## src/rtl/spi_ctrl_pkg.sv

```systemverilog
// spi_ctrl_pkg
//   Shared definitions for the SPI command sequencer:
//   - state_e     : sequencer state encoding
//   - CMD_*_DEF   : default command byte values
//   - is_cmd()    : helper that tells whether a byte is one of the two known commands
package spi_ctrl_pkg;

  typedef enum logic [2:0] {
    ST_IDLE  = 3'd0,
    ST_CMD   = 3'd1,
    ST_ADDR  = 3'd2,
    ST_WDATA = 3'd3,
    ST_RDATA = 3'd4,
    ST_BUS   = 3'd5,
    ST_DRAIN = 3'd6
  } state_e;

  localparam logic [7:0] CMD_WR_DEF = 8'h02;
  localparam logic [7:0] CMD_RD_DEF = 8'h03;

  function automatic logic is_cmd(input logic [7:0] b,
                                  input logic [7:0] cmd_wr,
                                  input logic [7:0] cmd_rd);
    return (b == cmd_wr) || (b == cmd_rd);
  endfunction

endpackage

```

## src/rtl/spi_ctrl_bus_if.sv

```systemverilog
// spi_ctrl_bus_if
//   Single-outstanding req/ack register bus master used by spi_cmd_ctrl.
//   Holds the request and its qualifiers until ack or timeout, runs the ack
//   timeout counter and captures read data for the MISO holding register.
// Ports
//   clk, rst        : clock, synchronous active-high reset
//   start_i         : launch an access (ignored while one is outstanding)
//   we_i/addr_i/wdata_i : access qualifiers sampled with start_i
//   done_o          : combinational, access acknowledged this cycle
//   tmo_o           : combinational, access timed out this cycle
//   reg_*           : register bus (req/we/addr/wdata out, ack/rdata in)
//   tx_data_o/tx_valid_o : captured read data and its 1-cycle update pulse
module spi_ctrl_bus_if
  import spi_ctrl_pkg::*;
#(
  parameter int ADDR_W  = 8,
  parameter int ACK_TMO = 15
) (
  input  logic              clk,
  input  logic              rst,
  input  logic              start_i,
  input  logic              we_i,
  input  logic [ADDR_W-1:0] addr_i,
  input  logic [7:0]        wdata_i,
  output logic              done_o,
  output logic              tmo_o,
  output logic              reg_req_o,
  output logic              reg_we_o,
  output logic [ADDR_W-1:0] reg_addr_o,
  output logic [7:0]        reg_wdata_o,
  input  logic              reg_ack_i,
  input  logic [7:0]        reg_rdata_i,
  output logic [7:0]        tx_data_o,
  output logic              tx_valid_o
);

  localparam int CNT_W = (ACK_TMO < 2) ? 1 : $clog2(ACK_TMO + 1);
  // Count value of the last request cycle allowed before giving up.
  localparam logic [CNT_W-1:0] CNT_LAST = CNT_W'(ACK_TMO - 1);

  logic              req_q, req_d;
  logic              we_q, we_d;
  logic [ADDR_W-1:0] addr_q, addr_d;
  logic [7:0]        wdata_q, wdata_d;
  logic [CNT_W-1:0]  cnt_q, cnt_d;
  logic [7:0]        tx_data_q, tx_data_d;
  logic              tx_valid_q, tx_valid_d;

  // An ack in the last allowed cycle still counts as a completion.
  assign done_o = req_q & reg_ack_i;
  assign tmo_o  = req_q & ~reg_ack_i & (cnt_q == CNT_LAST);

  always_comb begin
    req_d      = req_q;
    we_d       = we_q;
    addr_d     = addr_q;
    wdata_d    = wdata_q;
    cnt_d      = cnt_q;
    tx_data_d  = tx_data_q;
    tx_valid_d = 1'b0;
    if (req_q) begin
      if (done_o || tmo_o) begin
        req_d = 1'b0;
        cnt_d = '0;
      end else begin
        cnt_d = cnt_q + CNT_W'(1);
      end
      if (done_o && !we_q) begin
        tx_data_d  = reg_rdata_i;
        tx_valid_d = 1'b1;
      end
    end else if (start_i) begin
      req_d   = 1'b1;
      we_d    = we_i;
      addr_d  = addr_i;
      wdata_d = wdata_i;
      cnt_d   = '0;
    end
  end

  always_ff @(posedge clk) begin
    if (rst) begin
      req_q      <= 1'b0;
      we_q       <= 1'b0;
      addr_q     <= '0;
      wdata_q    <= '0;
      cnt_q      <= '0;
      tx_data_q  <= '0;
      tx_valid_q <= 1'b0;
    end else begin
      req_q      <= req_d;
      we_q       <= we_d;
      addr_q     <= addr_d;
      wdata_q    <= wdata_d;
      cnt_q      <= cnt_d;
      tx_data_q  <= tx_data_d;
      tx_valid_q <= tx_valid_d;
    end
  end

  assign reg_req_o   = req_q;
  assign reg_we_o    = we_q;
  assign reg_addr_o  = addr_q;
  assign reg_wdata_o = wdata_q;
  assign tx_data_o   = tx_data_q;
  assign tx_valid_o  = tx_valid_q;

endmodule

```

## src/rtl/spi_cmd_ctrl.sv

```systemverilog
// spi_cmd_ctrl
//   Frame/command sequencer behind the SPI byte receiver. Decodes CMD / ADDR /
//   DATA bytes of a chip-select frame into burst register writes or reads with
//   auto-incrementing address. Read data goes to the MISO holding port.
// Ports
//   clk, rst      : clock, synchronous active-high reset
//   cs_n_i        : synchronised chip select, low = frame active
//   byte_en_i     : 1-cycle strobe qualifying byte_i
//   byte_i        : received byte
//   reg_*         : single-outstanding req/ack register bus
//   tx_data_o     : read byte for the MISO shifter, tx_valid_o pulses on update
//   busy_o        : sequencer not idle
//   err_cmd_o     : pulse, unknown command byte
//   err_ovr_o     : pulse, byte arrived while a bus access was pending
//   err_tmo_o     : pulse, bus ack timeout
module spi_cmd_ctrl
  import spi_ctrl_pkg::*;
#(
  parameter int         ADDR_W  = 8,
  parameter logic [7:0] CMD_WR  = CMD_WR_DEF,
  parameter logic [7:0] CMD_RD  = CMD_RD_DEF,
  parameter int         ACK_TMO = 15
) (
  input  logic              clk,
  input  logic              rst,
  input  logic              cs_n_i,
  input  logic              byte_en_i,
  input  logic [7:0]        byte_i,
  output logic              reg_req_o,
  output logic              reg_we_o,
  output logic [ADDR_W-1:0] reg_addr_o,
  output logic [7:0]        reg_wdata_o,
  input  logic              reg_ack_i,
  input  logic [7:0]        reg_rdata_i,
  output logic [7:0]        tx_data_o,
  output logic              tx_valid_o,
  output logic              busy_o,
  output logic              err_cmd_o,
  output logic              err_ovr_o,
  output logic              err_tmo_o
);

  state_e            state_q, state_d;
  logic              cs_n_q;
  logic [ADDR_W-1:0] addr_q, addr_d;
  logic              wr_q, wr_d;            // burst direction, 1 = write
  logic              end_pend_q, end_pend_d; // frame ended while an access was in flight
  logic              err_cmd_q, err_cmd_d;
  logic              err_ovr_q, err_ovr_d;
  logic              err_tmo_q;

  logic              cs_fall, cs_rise, byte_take, frame_over;
  logic              bus_start, bus_done, bus_tmo;
  logic [ADDR_W-1:0] bus_addr, byte_addr;

  // cs_n_q resets low so a chip select already low at reset release is not
  // mistaken for the start of a frame.
  assign cs_fall    = cs_n_q & ~cs_n_i;
  assign cs_rise    = ~cs_n_q & cs_n_i;
  // A byte coinciding with the end of the frame is dropped.
  assign byte_take  = byte_en_i & ~cs_rise;
  assign byte_addr  = ADDR_W'(byte_i);
  assign frame_over = end_pend_q | cs_rise;

  // State register
  always_ff @(posedge clk) begin
    if (rst) begin
      state_q    <= ST_IDLE;
      cs_n_q     <= 1'b0;
      addr_q     <= '0;
      wr_q       <= 1'b0;
      end_pend_q <= 1'b0;
      err_cmd_q  <= 1'b0;
      err_ovr_q  <= 1'b0;
      err_tmo_q  <= 1'b0;
    end else begin
      state_q    <= state_d;
      cs_n_q     <= cs_n_i;
      addr_q     <= addr_d;
      wr_q       <= wr_d;
      end_pend_q <= end_pend_d;
      err_cmd_q  <= err_cmd_d;
      err_ovr_q  <= err_ovr_d;
      err_tmo_q  <= bus_tmo;
    end
  end

  // Next-state logic
  always_comb begin
    state_d    = state_q;
    addr_d     = addr_q;
    wr_d       = wr_q;
    end_pend_d = end_pend_q;
    case (state_q)
      ST_IDLE: begin
        end_pend_d = 1'b0;
        if (cs_fall) state_d = ST_CMD;
      end
      ST_CMD: begin
        if (cs_rise) begin
          state_d = ST_IDLE;
        end else if (byte_take) begin
          if (is_cmd(byte_i, CMD_WR, CMD_RD)) begin
            wr_d    = (byte_i == CMD_WR);
            state_d = ST_ADDR;
          end else begin
            state_d = ST_DRAIN;
          end
        end
      end
      ST_ADDR: begin
        if (cs_rise) begin
          state_d = ST_IDLE;
        end else if (byte_take) begin
          addr_d  = byte_addr;
          // Reads prefetch the first location as soon as the address is known.
          state_d = wr_q ? ST_WDATA : ST_BUS;
        end
      end
      ST_WDATA, ST_RDATA: begin
        if (cs_rise)        state_d = ST_IDLE;
        else if (byte_take) state_d = ST_BUS;
      end
      ST_BUS: begin
        // The access always runs to completion; a frame end is only noted.
        if (cs_rise) end_pend_d = 1'b1;
        if (bus_done) begin
          addr_d  = addr_q + ADDR_W'(1);
          state_d = frame_over ? ST_IDLE : (wr_q ? ST_WDATA : ST_RDATA);
        end else if (bus_tmo) begin
          state_d = frame_over ? ST_IDLE : ST_DRAIN;
        end
      end
      ST_DRAIN: begin
        if (cs_rise) state_d = ST_IDLE;
      end
      default: state_d = ST_IDLE;
    endcase
  end

  // Output logic
  always_comb begin
    bus_start = 1'b0;
    bus_addr  = addr_q;
    err_cmd_d = 1'b0;
    err_ovr_d = 1'b0;
    case (state_q)
      ST_CMD:   err_cmd_d = byte_take & ~is_cmd(byte_i, CMD_WR, CMD_RD);
      ST_ADDR: begin
        bus_start = byte_take & ~wr_q;
        bus_addr  = byte_addr;
      end
      ST_WDATA, ST_RDATA: bus_start = byte_take;
      ST_BUS:   err_ovr_d = byte_take;
      default: ;
    endcase
  end

  spi_ctrl_bus_if #(
    .ADDR_W  (ADDR_W),
    .ACK_TMO (ACK_TMO)
  ) u_bus_if (
    .clk         (clk),
    .rst         (rst),
    .start_i     (bus_start),
    .we_i        (wr_q),
    .addr_i      (bus_addr),
    .wdata_i     (byte_i),
    .done_o      (bus_done),
    .tmo_o       (bus_tmo),
    .reg_req_o   (reg_req_o),
    .reg_we_o    (reg_we_o),
    .reg_addr_o  (reg_addr_o),
    .reg_wdata_o (reg_wdata_o),
    .reg_ack_i   (reg_ack_i),
    .reg_rdata_i (reg_rdata_i),
    .tx_data_o   (tx_data_o),
    .tx_valid_o  (tx_valid_o)
  );

  assign busy_o    = (state_q != ST_IDLE);
  assign err_cmd_o = err_cmd_q;
  assign err_ovr_o = err_ovr_q;
  assign err_tmo_o = err_tmo_q;

endmodule

```

## config.mk

```make
export PLATFORM = sky130hd
export DESIGN_NAME = spi_cmd_ctrl
export DESIGN_NICKNAME = d
export VERILOG_FILES = /design/src/rtl/spi_ctrl_pkg.sv /design/src/rtl/spi_ctrl_bus_if.sv /design/src/rtl/spi_cmd_ctrl.sv
export SDC_FILE = /design/constraint.sdc
export NUM_CORES = 1
export LEC_CHECK = 0
export BUFFER_PORTS_ARGS = -buffer_cell sky130_fd_sc_hd__buf_4
export CAP_MARGIN = 20
export CORE_UTILIZATION = 56
export CTS_BUF_LIST = sky130_fd_sc_hd__clkbuf_2
export DETAILED_ROUTE_END_ITERATION = 12
export MAX_ROUTING_LAYER = met4
export PLACE_DENSITY = 0.79
export SETUP_SLACK_MARGIN = 0.2
export SLEW_MARGIN = 30
export SYNTH_ARGS = -nofsm -noshare
export SYNTH_HDL_FRONTEND = slang
export SYNTH_SLANG_ARGS = --single-unit
```

## constraint.sdc

```tcl
create_clock -name clk -period 2.45 [get_ports clk]
set_clock_uncertainty 0.2 [all_clocks]
set_input_delay 0.245 -clock clk [delete_from_list [all_inputs] [get_ports clk]]
set_output_delay 0.245 -clock clk [all_outputs]
set_load 0.01 [all_outputs]
```

## Word level (Yosys, flattened, before mapping)

Cells that the tools add are included.

- Input bits: 21
- Register bits: 48

- Reductions and logical operators: 19
- Eq/ne operators: 19
- Bitwise gates (word level): 18
- Muxes and demuxes: 31
- $add $sub $neg: 2

Operator list:

| kind | number |
|---|---|
| $mux 3 | 15 |
| $mux 8 | 4 |
| $pmux 3 s6 | 1 |
| $eq 8x2->1 const B | 2 |
| $pmux 8 s2 | 1 |
| $mux 4 | 3 |
| $ne 2x2->1 const B | 5 |
| $eq 3x3->1 const B | 3 |
| $ne 3x3->1 const B | 3 |
| $not 1->1 | 9 |
| $add 8x1->8 const B | 1 |
| $and 1x1->1 | 8 |
| $reduce_and 4->1 | 2 |
| $reduce_or 2->1 | 4 |
| $eq 3x2->1 const B | 2 |
| $reduce_and 2->1 | 3 |
| $reduce_and 6->1 | 1 |
| $reduce_bool 2->1 | 3 |
| $mux 1 | 5 |
| $add 4x1->4 const B | 1 |
| $eq 4x4->1 const B | 1 |
| $pmux 1 s2 | 2 |
| $eq 3x1->1 const B | 1 |
| $logic_not 3->1 | 1 |
| 7 further kinds | 8 |

## Depth between registers and ports, before layout

- Word-level depth: 8
- Gate-level depth with buffers: 7

## By module

Synthesis repeated with hierarchy kept, for this count alone.

- Cells, all modules: 280
- Area, all modules: 2337.2 um2

By module, submodules not included:

| module | area an instance (um2) | cells each | instances |
|---|---|---|---|
| spi_cmd_ctrl | 1169.9 | 145 | 1 |
| spi_ctrl_bus_if | 1167.4 | 135 | 1 |

## Worst setup path after synthesis

No wires, ideal clock.

- Path type: register -> register
- Start point: register state_q[0]
- End point: register u_bus_if.addr_q[0] (netlist: u_bus_if.reg_addr_o[0])
- Cell stages (with the launch flop): 7
- Buffers on the path: 2
- Arrival time: 1.372 ns
- Required time: 2.118 ns
- Path slack: 0.746 ns
- Cells stage by stage: dfxtp_1 buf_6 nor3b_4 buf_6 mux2_2 nor4_1 nor3_1

- Cells in the longest elaborated chain, start to end: 4

RTL lines:

| what | line | source |
|---|---|---|
| start, declared | spi_cmd_ctrl.sv:43 | `state_e state_q, state_d;` |
| start signal, assigned | spi_cmd_ctrl.sv:77 | `state_q <= state_d;` |
| $eq 3x2->1 / $eq 3x3->1 (equally long branches) | spi_cmd_ctrl.sv:147 | `case (state_q)` |
| $reduce_or 2->1 | spi_cmd_ctrl.sv:147 |  |
| $pmux 1 s2 | spi_cmd_ctrl.sv:147 |  |
| $reduce_and 2->1 (no source line) | - |  |
| end signal, assigned | spi_ctrl_bus_if.sv:93 | `addr_q <= addr_d;` |
| end, declared | spi_ctrl_bus_if.sv:43 | `logic [ADDR_W-1:0] addr_q, addr_d;` |

Several ways; a longest one is shown, not always the timed one.
A chain may end at the register's enable or synchronous reset.

## Worst setup path in the final report

- Start point: register state_q[1]
- End point: register u_bus_if.addr_q[6] (netlist: u_bus_if.reg_addr_o[6])

Same word-level chain as after synthesis.

==> impl_summary.txt <==
----------------------------------------------------
[Power]
  Portion of total power attributed to the clock network ... 0.164
  Switching power as a share of total power ... 0.3820
  Cell Pwr Density ... 657.2 mW/mm^2
  Sequential share of power ... 0.469
  Leakage Power ... approximately 1.2 nW
  Switching pwr ... 0.7761 mW
  Internal Power ... 1.256 mW
  Overall power after layout ... 2.032 mW
  Combinational Power Share ... 0.367
  Peak VDD IR ... around 410 uV

[Clocking]
  Level count of the clock H-tree ... 2
  Cell chosen for the clock root ... sky130_fd_sc_hd__clkbuf_2
  TritonCTS clock tree ... yes
  Number of clock sinks seen by CTS ... 48
  Number of clock buffers inserted by TritonCTS ... 5
  Maximum count of clock buffers along a single path ... 2
  Hold bufs inserted after CTS ... 19
  Insertion delay of the later-clocked pin in the worst-skew pair ... 0.43 ns
  Clock-pin slew on the worst setup and hold paths ... 0.25 ns
  Number of setup buffers added after CTS ... 0
  Post-CTS sizing ... 0

[Timing]
  Sum of negative setup slack ... 0 ns
  Shortest period the worst path allows ... 2.047 ns
  Final count of negative-setup-slack endpoints ... 0
  Top achievable clock speed ... 0.4886 GHz
  Final Hold Viols ... 0
  Number of max-slew violations in the final report ... 0
  Post-layout worst setup margin ... 0.4032 ns
  Transition time at the pin with the least slew margin ... 0.6446 ns
  Worst slack on hold paths ... 0.04104 ns
  Tightest slew margin relative to the limit ... 0.5703
  Setup repair after global routing missed its margin ... false
  Period utilisation layout ... 0.8354

[Floorplanning]
  Vertical die dimension ... 68.75 microns
  Standard-cell rows ... 23
  Core area ... between 0.004 and 0.005 sq mm
  Initial cell density of the core ... 0.6021
  Chip Width ... 68.75 microns
  Io pins ... 52
  Die area ... 0.004726 sq mm

[Placement]
  Weighted congestion reported at the end of routability-driven placement ... 0.8719
  Detailed Place HPWL ... 4169 microns
  Number of placed cells counting well taps ... 380
  Number of buffer cells added on primary ports ... approximately 50
  Pre-CTS setup slack ... 0.4533 ns

[Drt]
  Residual DRC count ... 0
  Total iterations of the first detailed-routing run ... 5
  Post-DRT Antenna Nets ... 0
  Via count ... 2472
  Total length of routed wires ... about 6400 microns
  Drt initial violations ... 194
  Routed len/inst ... 15.81 microns
  Detailed-route vias per instance ... just over 6

[Worst setup path]
  Cell family with the largest share of critical-path delay ... flip-flops
  Cells along the critical path ... nor3b_4 > buf_4 > mux2_2 > nor4_1 > nor3_1
  Highest-delay cell along the critical path ... sky130_fd_sc_hd__dfxtp_1
  Worst R2R Start ... state_q[1]
  Startpoint kind of the worst setup timing path ... register
  Setup slack, reg-to-reg ... 0.40 ns
  Worst-case reg-to-reg path depth ... 5
  Endpoint required time on the critical path ... 2.58 ns
  R2R Path End ... u_bus_if.reg_addr_o[6]
  Critical Path End Type ... register
  Maximum fanout count along the critical path ... 15
  Kind of critical path ... register to register
  Data arrival time at the worst-slack endpoint ... between 2 and 2.5 ns
  WP buf/inv ... 1
  Maximum cell stage delay along the critical path ... 0.64 ns

[Logic synthesis]
  Mapped Cells ... 297
  Register area share after synthesis ... 0.3852
  Proportion of synthesized flip-flops having asynchronous set or reset ... 0
  Post-Syn Area per Cell ... between 8 and 9 sq um
  Ranking of synthesized cells by area ... sky130_fd_sc_hd__dfxtp_1 39%, sky130_fd_sc_hd__a21oi_1 6.8%, sky130_fd_sc_hd__nand2_1 4.2%, sky130_fd_sc_hd__mux2_2 3.6%, sky130_fd_sc_hd__nand4_1 3.3%
  Netlist area before placement ... 0.002495 sq mm
  Count of synthesis-stage warnings from yosys ... 0
  Number of nets produced by synthesis ... 321
  Yosys reg bits ... 48
  Synth Flop Type ... sky130_fd_sc_hd__dfxtp_1
  Portion of synthesized cell area occupied by the leading cell type ... 0.3852
  Area leader, netlist ... sky130_fd_sc_hd__dfxtp_1
  Count of distinct cell types in the synthesized netlist ... 52
  Number of synthesized flops with an enable pin ... 0

[Global route]
  Number of global-route vias before repair ... 2098
  Gr usage total ... 0.2988
  GRT overflow ... 0
  Number of antenna violations at the first check in global routing ... 0
  Global-route wire length before repair ... 10140 microns
  Maximum number of pins on one net before global-route repair ... 48

[Cells and area]
  Commonest non-fill, non-tap cells in the layout ... 59 x sky130_fd_sc_hd__buf_4, 48 x sky130_fd_sc_hd__dfxtp_1, 34 x sky130_fd_sc_hd__a21oi_1
  Number of antenna repair diodes ... 0
  Share of post-route cells with drive strength above 1 ... 0.2409
  FILL cells ... 320
  Signed area change from the synthesized netlist to the final layout ... 23.92%
  Most common library cell in the layout ignoring fill and taps ... sky130_fd_sc_hd__buf_4
  Number of nets at the end of the flow ... 380
  Final cell count without fillers ... 407

[Worst hold path]
  Hold-critical path endpoint ... end_pend_q
  Origin of the worst min-delay path ... rst
  Worst hold path cell count ... 2
  Hold crit path type ... primary input to register

[Outcome]
  Run status ... finished clean

[Run]
  Reported max-cap violation count ... 0

----------------------------------------------------
## state kept, by name, indices dropped and copies added (netlist names)
signal,flops
err_ovr_o,1
err_tmo_o,1
end_pend_q,1
wr_q,1
u_bus_if.reg_req_o,1
err_cmd_o,1
addr_q,8
state_q,3
u_bus_if.reg_we_o,1
u_bus_if.tx_valid_o,1
u_bus_if.reg_addr_o,8
u_bus_if.reg_wdata_o,8
cs_n_q,1
u_bus_if.cnt_q,4
u_bus_if.tx_data_o,8
## cell usage after synthesis (all sizes together) (5+ instances only)
cell    instances
nor3           12
and2            7
nand4          13
o21ai          16
a31oi          11
o31ai          10
nor2           10
nand2          28
dfxtp          48
a21oi          34
nor4           12
mux2            8
nand3           7
nor2b           5
clkbuf         11
buf            15
nor3b           7
## stage by stage
stage               instance area [sq um]  utilization
finish                               3092       0.7461
CTS                                  3092       0.7461
detailed placement                   2859       0.6899
floorplan                            2495            -
global route                         3092       0.7461
global placement                     2859       0.6899
## metal layers
| metal | up-vias | global-route usage | part of all wire | routed length [microns] |
|---|---|---|---|---|
| met5 | - | - | 0 | 0 |
| met4 | 0 | 0.08163 | 0.010 | 67 |
| met3 | 9 | 0.05263 | 0.068 | 440 |
| met2 | 108 | 0.4387 | 0.47 | 2997 |
| met1 | 1133 | 0.4206 | 0.46 | 2929 |
| li1 | 1222 | - | - | - |
## power groups by stage
stage / clock network (mW) / registers, mW / logic [mW]
6_report: 0.333 / 0.953 / 0.746
5_1_grt: 0.373 / 0.964 / 0.818
4_1_cts: 0.346 / 0.949 / 0.739
3_5_place_dp: 0 / 0.963 / 0.713
3_3_place_gp: 0 / 0.961 / 0.709
2_1_floorplan: 0 / 0.924 / 0.565
## how the worst max path moves through the flow
stage / from / to / slack, ns / cells past startpoint
floorplan: state_q[0] / u_bus_if.reg_addr_o[0] / 0.75 / 6
global placement: state_q[1] / u_bus_if.reg_addr_o[3] / 0.51 / 5
detailed placement: state_q[1] / u_bus_if.reg_addr_o[6] / 0.45 / 5
CTS: state_q[2] / busy_o / 0.42 / 2
global route: state_q[1] / u_bus_if.reg_addr_o[2] / 0.26 / 5
finish: state_q[1] / u_bus_if.reg_addr_o[6] / 0.40 / 5
## layout make-up
| cell class | count | area (sq um) | area share |
|---|---|---|---|
| Timing Repair Buffer | 78 | 633.1 | 0.2048 |
| Sequential cell | 48 | 960.9 | 0.3108 |
| Multi-Input combinational cell | 219 | 1378 | 0.4456 |
| Inverter | 4 | 15.01 | 0.004856 |
| Tap cell | 50 | 62.56 | 0.02023 |
| Clock inverter | 3 | 17.52 | 0.005666 |
| Clock buffer | 5 | 25.02 | 0.008094 |
## cells by family after synthesis
| logic type | share of synthesized area |
|---|---|
| AND/OR/NAND/NOR | 0.2608 |
| AO/OA/AOI/OAI | 0.2322 |
| flip-flops | 0.3852 |
| buffers and inverters | 0.06268 |
| multiplexers | 0.04413 |
| adder cells (fa/ha/maj) | 0.01505 |
(Power assumes the default switching activity.)
